### config.mk
export PLATFORM = sky130hd
export DESIGN_NAME = fetch_pc_reg
export DESIGN_NICKNAME = d
export VERILOG_FILES = /design/src/rtl/fetch_pc_reg_pkg.sv /design/src/rtl/fetch_pc_reg.sv
export SDC_FILE = /design/constraint.sdc
export NUM_CORES = 1
export LEC_CHECK = 0
export CORE_MARGIN = 4
export CORE_UTILIZATION = 40
export DETAILED_ROUTE_END_ITERATION = 6
export HOLD_SLACK_MARGIN = 0.1
export PLACE_DENSITY = 0.77
export SYNTH_ARGS = -nofsm -noshare
export SYNTH_HDL_FRONTEND = slang
export SYNTH_SLANG_ARGS = --single-unit
### constraint.sdc
create_clock -name clk -period 3.5 [get_ports clk]
set_input_delay 0.525 -clock clk [delete_from_list [all_inputs] [get_ports clk]]
set_output_delay 0.525 -clock clk [all_outputs]
set_load 0.02 [all_outputs]
### src/rtl/fetch_pc_reg_pkg.sv
// Shared types and constants for the fetch-stage PC register.
//   word_t          : 32-bit machine word
//   RESET_PC_DEFAULT: boot vector loaded on reset
//   fetch_state_t   : bus-handshake state (REQ / WAIT / DROP)
//   fetch_buf_t     : one-entry fetched-instruction buffer toward decode
package fetch_pc_reg_pkg;

  typedef logic [31:0] word_t;

  localparam word_t RESET_PC_DEFAULT = 32'hbfc0_0000;
  localparam word_t PC_STEP          = 32'd4;

  // REQ : may issue a request for pcF (or raise an ADEL entry when misaligned)
  // WAIT: request accepted, waiting for read data
  // DROP: request was flushed by an exception, swallow its late response
  typedef enum logic [1:0] {
    REQ  = 2'd0,
    WAIT = 2'd1,
    DROP = 2'd2
  } fetch_state_t;

  typedef struct packed {
    logic  valid;
    word_t pc;
    word_t instr;
    logic  adel;
  } fetch_buf_t;

  localparam fetch_buf_t FETCH_BUF_RESET = '{
    valid: 1'b0,
    pc:    32'h0000_0000,
    instr: 32'h0000_0000,
    adel:  1'b0
  };

  // A fetch address must be word aligned; anything else is an address error.
  function automatic logic pc_misaligned(input word_t pc);
    return (pc[1:0] != 2'b00);
  endfunction

endpackage

### src/rtl/fetch_pc_reg.sv
// Fetch-stage PC register and instruction-memory front end.
//
// Owns pcF, issues single-outstanding requests on the addr_ok/data_ok bus,
// and holds one fetched instruction for decode. Redirects honour the MIPS
// delay slot: the instruction at pcF is always fetched before the target.
// Exception flushes override everything and drop an in-flight response.
//
// Ports:
//   clk, resetn            clock, asynchronous active-low reset
//   pc_new, redirect       taken branch/jump target from next-PC select
//   exc_valid, exc_pc      exception/eret flush and its target
//   stall                  decode not ready (buffer consumed when !stall)
//   pcplus4F               pcF + 4 (combinational)
//   inst_req, inst_addr    request valid and address (= pcF)
//   inst_addr_ok           request accepted this cycle
//   inst_data_ok, inst_rdata  read data returned this cycle
//   out_valid/out_pc/out_instr/out_adel  buffered entry toward decode
module fetch_pc_reg
  import fetch_pc_reg_pkg::*;
#(
  parameter word_t RESET_PC = RESET_PC_DEFAULT
) (
  input  logic        clk,
  input  logic        resetn,
  input  logic [31:0] pc_new,
  input  logic        redirect,
  input  logic        exc_valid,
  input  logic [31:0] exc_pc,
  input  logic        stall,
  output logic [31:0] pcplus4F,
  output logic        inst_req,
  output logic [31:0] inst_addr,
  input  logic        inst_addr_ok,
  input  logic        inst_data_ok,
  input  logic [31:0] inst_rdata,
  output logic        out_valid,
  output logic [31:0] out_pc,
  output logic [31:0] out_instr,
  output logic        out_adel
);

  fetch_state_t state_q, state_d;
  word_t        pc_q, pc_d;
  logic         pend_valid_q, pend_valid_d;
  word_t        pend_pc_q, pend_pc_d;
  fetch_buf_t   buf_q, buf_d;

  logic  buf_free_s;
  logic  misaligned_s;
  logic  inst_req_s;
  logic  cap_data_s;
  logic  cap_adel_s;
  logic  capture_s;
  word_t pc_plus4_s;
  word_t next_seq_pc_s;

  assign pc_plus4_s = pc_q + PC_STEP;

  // Request gating and decode of which capture (bus data or ADEL) happens now.
  always_comb begin
    buf_free_s   = !buf_q.valid || !stall;
    misaligned_s = pc_misaligned(pc_q);
    inst_req_s   = 1'b0;
    cap_data_s   = 1'b0;
    cap_adel_s   = 1'b0;
    case (state_q)
      REQ: begin
        // A request is only issued when its data is guaranteed a free slot,
        // so a later capture never has to wait on decode.
        if (resetn && buf_free_s && !misaligned_s && !exc_valid) begin
          inst_req_s = 1'b1;
        end else begin
          inst_req_s = 1'b0;
        end
        // A misaligned PC never reaches the bus; it becomes an ADEL entry.
        if (buf_free_s && misaligned_s && !exc_valid) begin
          cap_adel_s = 1'b1;
        end else begin
          cap_adel_s = 1'b0;
        end
        // Memory may return data in the same cycle it accepts the address.
        cap_data_s = inst_req_s && inst_addr_ok && inst_data_ok;
      end
      WAIT: begin
        cap_data_s = inst_data_ok && !exc_valid;
      end
      DROP: begin
        cap_data_s = 1'b0;
        cap_adel_s = 1'b0;
      end
      default: begin
        cap_data_s = 1'b0;
        cap_adel_s = 1'b0;
      end
    endcase
    capture_s = cap_data_s || cap_adel_s;
  end

  // Sequential successor of pcF: a latched redirect wins, then a redirect
  // arriving in the capture cycle, otherwise fall through to pcF + 4.
  always_comb begin
    next_seq_pc_s = pc_plus4_s;
    if (pend_valid_q) begin
      next_seq_pc_s = pend_pc_q;
    end else if (redirect) begin
      next_seq_pc_s = pc_new;
    end else begin
      next_seq_pc_s = pc_plus4_s;
    end
  end

  // Next-state computation for pcF, the pending redirect, buffer and FSM.
  always_comb begin
    state_d      = state_q;
    pc_d         = pc_q;
    pend_valid_d = pend_valid_q;
    pend_pc_d    = pend_pc_q;
    buf_d        = buf_q;

    // Decode drains the buffer; a capture below may refill it in the same cycle.
    if (buf_q.valid && !stall) begin
      buf_d.valid = 1'b0;
    end else begin
      buf_d.valid = buf_q.valid;
    end

    if (exc_valid) begin
      pc_d         = exc_pc;
      buf_d.valid  = 1'b0;
      pend_valid_d = 1'b0;
    end else if (capture_s) begin
      // pcF's instruction (the delay slot, if a redirect is in play) is now
      // captured, so the redirect target, if any, takes effect here.
      pc_d         = next_seq_pc_s;
      pend_valid_d = 1'b0;
      buf_d.valid  = 1'b1;
      buf_d.pc     = pc_q;
      buf_d.instr  = cap_data_s ? inst_rdata : 32'h0000_0000;
      buf_d.adel   = cap_adel_s;
    end else if (redirect) begin
      // Delay slot not captured yet: remember the target until it is.
      pend_valid_d = 1'b1;
      pend_pc_d    = pc_new;
    end else begin
      pend_valid_d = pend_valid_q;
      pend_pc_d    = pend_pc_q;
    end

    case (state_q)
      REQ: begin
        // Same-cycle addr_ok/data_ok completes the access without leaving REQ.
        if (inst_req_s && inst_addr_ok && !inst_data_ok) begin
          state_d = WAIT;
        end else begin
          state_d = REQ;
        end
      end
      WAIT: begin
        if (inst_data_ok) begin
          state_d = REQ;
        end else if (exc_valid) begin
          state_d = DROP;
        end else begin
          state_d = WAIT;
        end
      end
      DROP: begin
        if (inst_data_ok) begin
          state_d = REQ;
        end else begin
          state_d = DROP;
        end
      end
      default: begin
        state_d = REQ;
      end
    endcase
  end

  // State registers with asynchronous active-low reset.
  always_ff @(posedge clk or negedge resetn) begin
    if (!resetn) begin
      state_q      <= REQ;
      pc_q         <= RESET_PC;
      pend_valid_q <= 1'b0;
      pend_pc_q    <= 32'h0000_0000;
      buf_q        <= FETCH_BUF_RESET;
    end else begin
      state_q      <= state_d;
      pc_q         <= pc_d;
      pend_valid_q <= pend_valid_d;
      pend_pc_q    <= pend_pc_d;
      buf_q        <= buf_d;
    end
  end

  assign pcplus4F  = pc_plus4_s;
  assign inst_req  = inst_req_s;
  assign inst_addr = pc_q;
  assign out_valid = buf_q.valid;
  assign out_pc    = buf_q.pc;
  assign out_instr = buf_q.instr;
  assign out_adel  = buf_q.adel;

endmodule
==> run summary, run 1 <==
Worst-path fanout max: 11
Clock latency on the worst-skew pair: 0.42 ns
First-pass DRT Iterations: 5
Commonest non-fill, non-tap cell in the layout: clkdlybuf4s50_1
Largest area contributor in the netlist: dfrtp_1
GP Congestion: 0.854
Largest cells by area after synthesis: dfrtp_1 46%, nand2_1 10%, mux2_2 5.5%, o21ai_0 3.9%, dfstp_2 3.5%
Slew HR: 47.0%
Worst setup margin: 0.116 ns
Fillers: 1377
Pre-CTS WS: 0.287 ns
ANT nets after route: 0
Initial antenna violation count: 0
Area grow syn2layout: 48.5%
First-pass GRT wire length: 35.0 mm
Post-synth EDFFs: 0
Met2 WL post-DR: 10.6 mm
Kind of critical path: register to primary output
CP Cell Sequence: nand4_1 -> or4_4 -> buf_4 -> nor4_4 -> or2_2 -> clkdlybuf4s50_1
CTS tree: yes
Reg2Reg Setup Slack: 1.04 ns
Seq/Total Area, Yosys: 49.3%
CP Data Arrival Time: 2.86 ns
Min Tclk post-route: 3.38 ns
Top cell type's share of synthesized area: 45.8%
Starting density of the core: 40.9%
Synth Instances: 735
YS warnings: 0
Setup TNS: 0 ns
Die footprint: 19100 um2
Vias: 6489
Setup crit end kind: primary output
Grt total ovfl: 0
1st-iter DRT viols: 488
CP Capture Point: pcplus4F[31]
Area of the multi-input gates: 3140 um2
Maximum VDD drop: 0.000344 V
Commonest cells after routing, fill and taps aside: 224 x clkdlybuf4s50_1, 182 x nand2_1, 117 x dfrtp_1
Port Buffers: 233
Static leakage: 4.26 nW
Vias in the first global route: 6517
Total core area: 16600 um2
Hold Crit Class: input pin to register
Routed wire per std cell: 18.8 um
Die Y: 138 um
DRC Markers: 0
Via density: 5.45
Met3 wire len: 1.88 mm
Setup crit start kind: register
Period utilisation layout: 96.7%
Critical path's largest stage delay: 0.60 ns
CTS Sinks: 133
ANT cells: 0
Register Area: 3350 um2
Final total power: 5.80 mW
I/O pins: 234
Critical path origin: inst_addr[7]
# rows: 47
Worst Tran Pin Value: 0.795 ns
DPL Wire Length: 15.3 mm
Final-report hold violation count: 0
Util after Layout: 60.7%
FFs w/ async S/R, synth: 100%
RSZ-0062 raised after global routing: no
Top_reg_cell synth: dfrtp_1
Worst EP required: 2.97 ns
Total CTS buffers: 17
Synth unique cells: 62
Routed WL: 22.3 mm
Largest net degree at the start of global routing: 68
H-Tree Depth: 4
Wl on met1: 9.39 mm
Total track usage: 22.6%
Worst reg2reg path startpoint: inst_addr[1]
Final Skew: 0.00754 ns
Fraction of layout cells with a size suffix above 1: 13.8%
Power Density: 576 nW/um2
Clock root buffer: clkbuf_16
Top Layer Used: met4
F_max: 295 MHz
Net Count, Synth: 839
Bufs on Longest Clock Path: 2
Max stage delay cell, worst path: clkdlybuf4s50_1
Final hold slack: 0.353 ns
Max-slew violations: 0
Setup Viol. Count Final: 0
Syn_area_per_cell: 9.22 um2
Layout Nets: 1061
Clk slew on worst S/H paths: 0.06 ns
Die width: 138 um
Max-Cap Viols: 0
RR Endpoint: pend_pc_q[17]
R2R depth: 6
Status: finished, final reports clean
Syn Std Cell Area: 6780 um2
Yosys reg bits: 133
## power by group
part | switching [mW] | internal [mW] | total [mW]
logic | 0.930 | 0.847 | 1.78
clock network | 0.665 | 1.28 | 1.95
registers | 0.238 | 1.83 | 2.07
## timing repair
item,4_1_cts,5_1_grt
endpoints found under the setup margin,7,7
resized for setup,3,14
gates cloned,0,1
hold endpoints to repair,20,0
pin swaps,1,2
setup buffers,0,3
hold buffers,1,0
## flip-flops by register name, summed over array words and instances, names as in the netlist
signal	count
inst_addr	32
pend_pc_q	32
state_q	2
out_valid	1
out_instr	32
out_adel	1
out_pc	32
pend_valid_q	1
## final cells by class
class | instances | area share [%]
Clock buffer | 23 | 4.55
Inverter | 20 | 0.746
Clock inverter | 9 | 1.74
Sequential cell | 133 | 33.3
Timing Repair Buffer | 263 | 25.8
Multi-Input combinational cell | 522 | 31.1
Tap cell | 220 | 2.73
## synthesized netlist by cell type, types with 11 or more instances
master	n
buf_2	11
nor4_1	13
nor3_1	11
or2_2	11
a21oi_1	26
nor2_1	16
mux2_2	33
clkbuf_1	40
nand2b_1	14
nand2_1	183
dfrtp_1	124
o31ai_1	20
inv_1	19
o21ai_0	53
nand3_1	13
## per-stage QoR
stage | std cells | instance area [um2]
5_1_grt | 1190 | 10100
3_3_place_gp | 1153 | 9360
6_report | 1190 | 10100
2_1_floorplan | 735 | 6780
3_5_place_dp | 1153 | 9360
4_1_cts | 1186 | 10000
## routing by layer
layer / vias to the layer above / global-route usage, %
li1: 3032 / -
met1: 3148 / 28.7
met2: 274 / 36.2
met3: 35 / 8.05
met4: 0 / 7.38
met5: - / 0
## kinds of logic (layout without fill, tap and decap cells)
group	after synthesis	in the layout	share of synthesized area (%)
XOR/XNOR	16	16	2.07
AO/OA/AOI/OAI	164	164	16.0
adder cells (fa/ha/maj)	1	1	0.185
flip-flops	133	133	49.3
multiplexers	37	37	6.07
AND/OR/NAND/NOR	303	304	21.4
buffers and inverters	81	315	4.97
## worst max-delay path: cells and delay by family, from the launching register on
family,cells,cell delay [ns]
AND/OR/NAND/NOR,4,1.21
buffers and inverters,2,0.77
flip-flops,1,0.46
## how the worst min path moves through the flow
stage                     startpoint           end  slack (ns)  depth (start not counted)
after floorplan               resetn  inst_addr[0]        0.23                          0
after global placement        resetn  inst_addr[4]        0.40                          1
after detailed placement      resetn  inst_addr[2]        0.40                          1
after CTS                  exc_valid    state_q[0]        0.33                          2
after global routing       exc_valid    state_q[0]        0.36                          2
final                      exc_valid    state_q[0]        0.35                          2
No activity file was read; power rests on OpenSTA's default activity.
==> inputs of run 2 (changes only) <==
--- a/config.mk
+++ b/config.mk
@@ -10,2 +10,3 @@
 export DETAILED_ROUTE_END_ITERATION = 6
+export GPL_ROUTABILITY_DRIVEN = 0
 export HOLD_SLACK_MARGIN = 0.1
--- a/constraint.sdc
+++ b/constraint.sdc
@@ -3,2 +3,2 @@
 set_output_delay 0.525 -clock clk [all_outputs]
-set_load 0.02 [all_outputs]
+set_load 0.005 [all_outputs]
==> run 2 against run 1 <==
Final cell count about the same. First-iteration DRC count down 13%. Flip-flop and latch count unchanged. Die area did not move. Fmax decreased by 0.82%. Largest cell class unchanged.
==> run summary, run 2 (synthesis results as in run 1) <==
Status: finished, final reports clean (unchanged)
Util after Layout: 60.9% (was 60.7%)
Period utilisation layout: 97.5% (was 96.7%)
Commonest cells after routing, fill and taps aside: 231 x clkdlybuf4s50_1, 183 x nand2_1, 121 x dfrtp_1 (was 224 x clkdlybuf4s50_1, 182 x nand2_1, 117 x dfrtp_1)
Power Density: 546 nW/um2 (was 576 nW/um2)
ANT nets after route: 0 (unchanged)
Hold Crit Class: register to register (was input pin to register)
Die Y: 138 um (unchanged)
Setup crit end kind: primary output (unchanged)
RR Endpoint: inst_addr[2] (was pend_pc_q[17])
CTS Sinks: 133 (unchanged)
Setup crit start kind: register (unchanged)
Vias in the first global route: 6466 (was 6517)
Static leakage: 4.21 nW (was 4.26 nW)
Total core area: 16600 um2 (unchanged)
Area after DPL: 9350 um2 (was 9360 um2)
DRC Markers: 0 (unchanged)
Die width: 138 um (unchanged)
Final Skew: 0.00841 ns (was 0.00754 ns)
First-pass DRT Iterations: 5 (unchanged)
Vias: 6462 (was 6489)
Worst EP required: 2.97 ns (about the same)
ANT cells: 0 (unchanged)
Clock root buffer: clkbuf_16 (unchanged)
Largest net degree at the start of global routing: 61 (was 68)
Kind of critical path: register to primary output (unchanged)
RSZ-0062 raised after global routing: no (unchanged)
Routed wire per std cell: 18.7 um (was 18.8 um)
CP Data Arrival Time: 2.89 ns (was 2.86 ns)
Total track usage: 22.6% (about the same)
First-pass GRT wire length: 35.1 mm (was 35.0 mm)
Grt total ovfl: 0 (unchanged)
Initial antenna violation count: 0 (unchanged)
Hold worst-path end: out_pc[18] (was state_q[0])
F_max: 293 MHz (was 295 MHz)
Post-route design area: 10100 um2 (about the same)
Setup Viol. Count Final: 0 (unchanged)
Max-slew violations: 0 (unchanged)
Total CTS buffers: 17 (unchanged)
Port Buffers: 233 (unchanged)
Slew HR: 47.6% (was 47.0%)
Via density: 5.43 (was 5.45)
Starting density of the core: 40.9% (unchanged)
Final-report hold violation count: 0 (unchanged)
Setup TNS: 0 ns (unchanged)
H-Tree Depth: 4 (unchanged)
Die footprint: 19100 um2 (unchanged)
Min Tclk post-route: 3.41 ns (was 3.38 ns)
Bufs on Longest Clock Path: 2 (unchanged)
DPL Wire Length: 15.3 mm (about the same)
Worst-path fanout max: 9 (was 11)
1st-iter DRT viols: 423 (was 488)
I/O pins: 234 (unchanged)
Reg2Reg Setup Slack: 1.03 ns (was 1.04 ns)
Worst reg2reg path startpoint: pend_valid_q (was inst_addr[1])
Layout Nets: 1062 (was 1061)
Hold depth: 2 (unchanged)
Max-Cap Viols: 0 (unchanged)
# rows: 47 (unchanged)
Clk slew on worst S/H paths: 0.06 ns (about the same)
Area grow syn2layout: 49.0% (was 48.5%)
Routed WL: 22.2 mm (was 22.3 mm)
CTS tree: yes (unchanged)
Worst Tran Pin Value: 0.785 ns (was 0.795 ns)
Fraction of layout cells with a size suffix above 1: 14.2% (was 13.8%)
Maximum VDD drop: 0.000339 V (was 0.000344 V)
Clock latency on the worst-skew pair: 0.42 ns (about the same)
Hold Path Origin: out_pc[18] (was exc_valid)
Commonest non-fill, non-tap cell in the layout: clkdlybuf4s50_1 (unchanged)
R2R depth: 5 (was 6)
[run 2: cell count changes in the layout (fill, tap and decap cells not counted), sizes merged]
cell           delta
buf               +1
clkbuf            -4
clkdlybuf4s50     +7
clkinv            +3
clkinvlp          +1
dlymetal6s2s      -7
[run 2: layer usage]
metal / wire length (um) / GRT usage (%) / part of all wire [%] / up-vias
met5: 0 / 0 / 0 / -
met4: 468 / 7.07 / 2.1 / 0
met3: 1890 / 7.56 / 8.5 / 36
met2: 10600 / 36.2 / 48 / 284
met1: 9310 / 29.2 / 42 / 3113
li1: - / - / - / 3029
[run 2: what timing repair did]
item / 4_1_cts / 5_1_grt
gates resized for setup: 1 / 9
setup buffers: 1 / 4
endpoints found under the hold margin: 27 / 0
setup endpoints to repair: 6 / 7
cloned: 0 / 1
hold buffers: 1 / 0
pin swaps: 1 / 2
[run 2: final cells by class]
type                            count  area, um2
Clock buffer                       19        443
Clock inverter                     13        205
Fill cell                        1421       6490
Inverter                           20       75.1
Multi-Input combinational cell    522       3160
Sequential cell                   133       3340
Tap cell                          220        275
Timing Repair Buffer              264       2590
[run 2: worst max-delay path, stage by stage (launching register included)]
cell,delay (ns)
dfrtp_1,0.46
nand2_1,0.23
or4_4,0.64
or4_4,0.55
nand2_1,0.09
clkdlybuf4s50_1,0.50
[run 2: worst max path at each step]
stage | from | to | cells past startpoint
2_1_floorplan | inst_addr[3] | pcplus4F[26] | 6
3_3_place_gp | inst_addr[7] | pcplus4F[27] | 5
3_5_place_dp | inst_addr[7] | pcplus4F[27] | 5
4_1_cts | inst_addr[12] | pcplus4F[27] | 5
5_1_grt | inst_addr[14] | pcplus4F[29] | 6
6_report | inst_addr[13] | pcplus4F[27] | 5
[run 2: per-stage QoR]
| stage | hold WS [ns] | cells | power (mW) | setup slack [ns] |
|---|---|---|---|---|
| 3_5_place_dp | 0.424 | 1152 | 3.55 | 0.370 |
| 6_report | 0.472 | 1191 | 5.51 | 0.0879 |
| 3_3_place_gp | 0.425 | 1152 | 3.52 | 0.437 |
| 4_1_cts | 0.477 | 1186 | 5.54 | 0.00867 |
| 5_1_grt | 0.486 | 1191 | 5.78 | 0.00843 |
| 2_1_floorplan | 0.229 | 735 | 2.66 | 1.01 |
[run 2: power by group]
group          internal (mW)  total (mW)  switching, mW
logic                  0.847        1.46          0.617
registers               1.83        2.08          0.246
clock network           1.28        1.97          0.688
total                   3.96        5.51           1.55
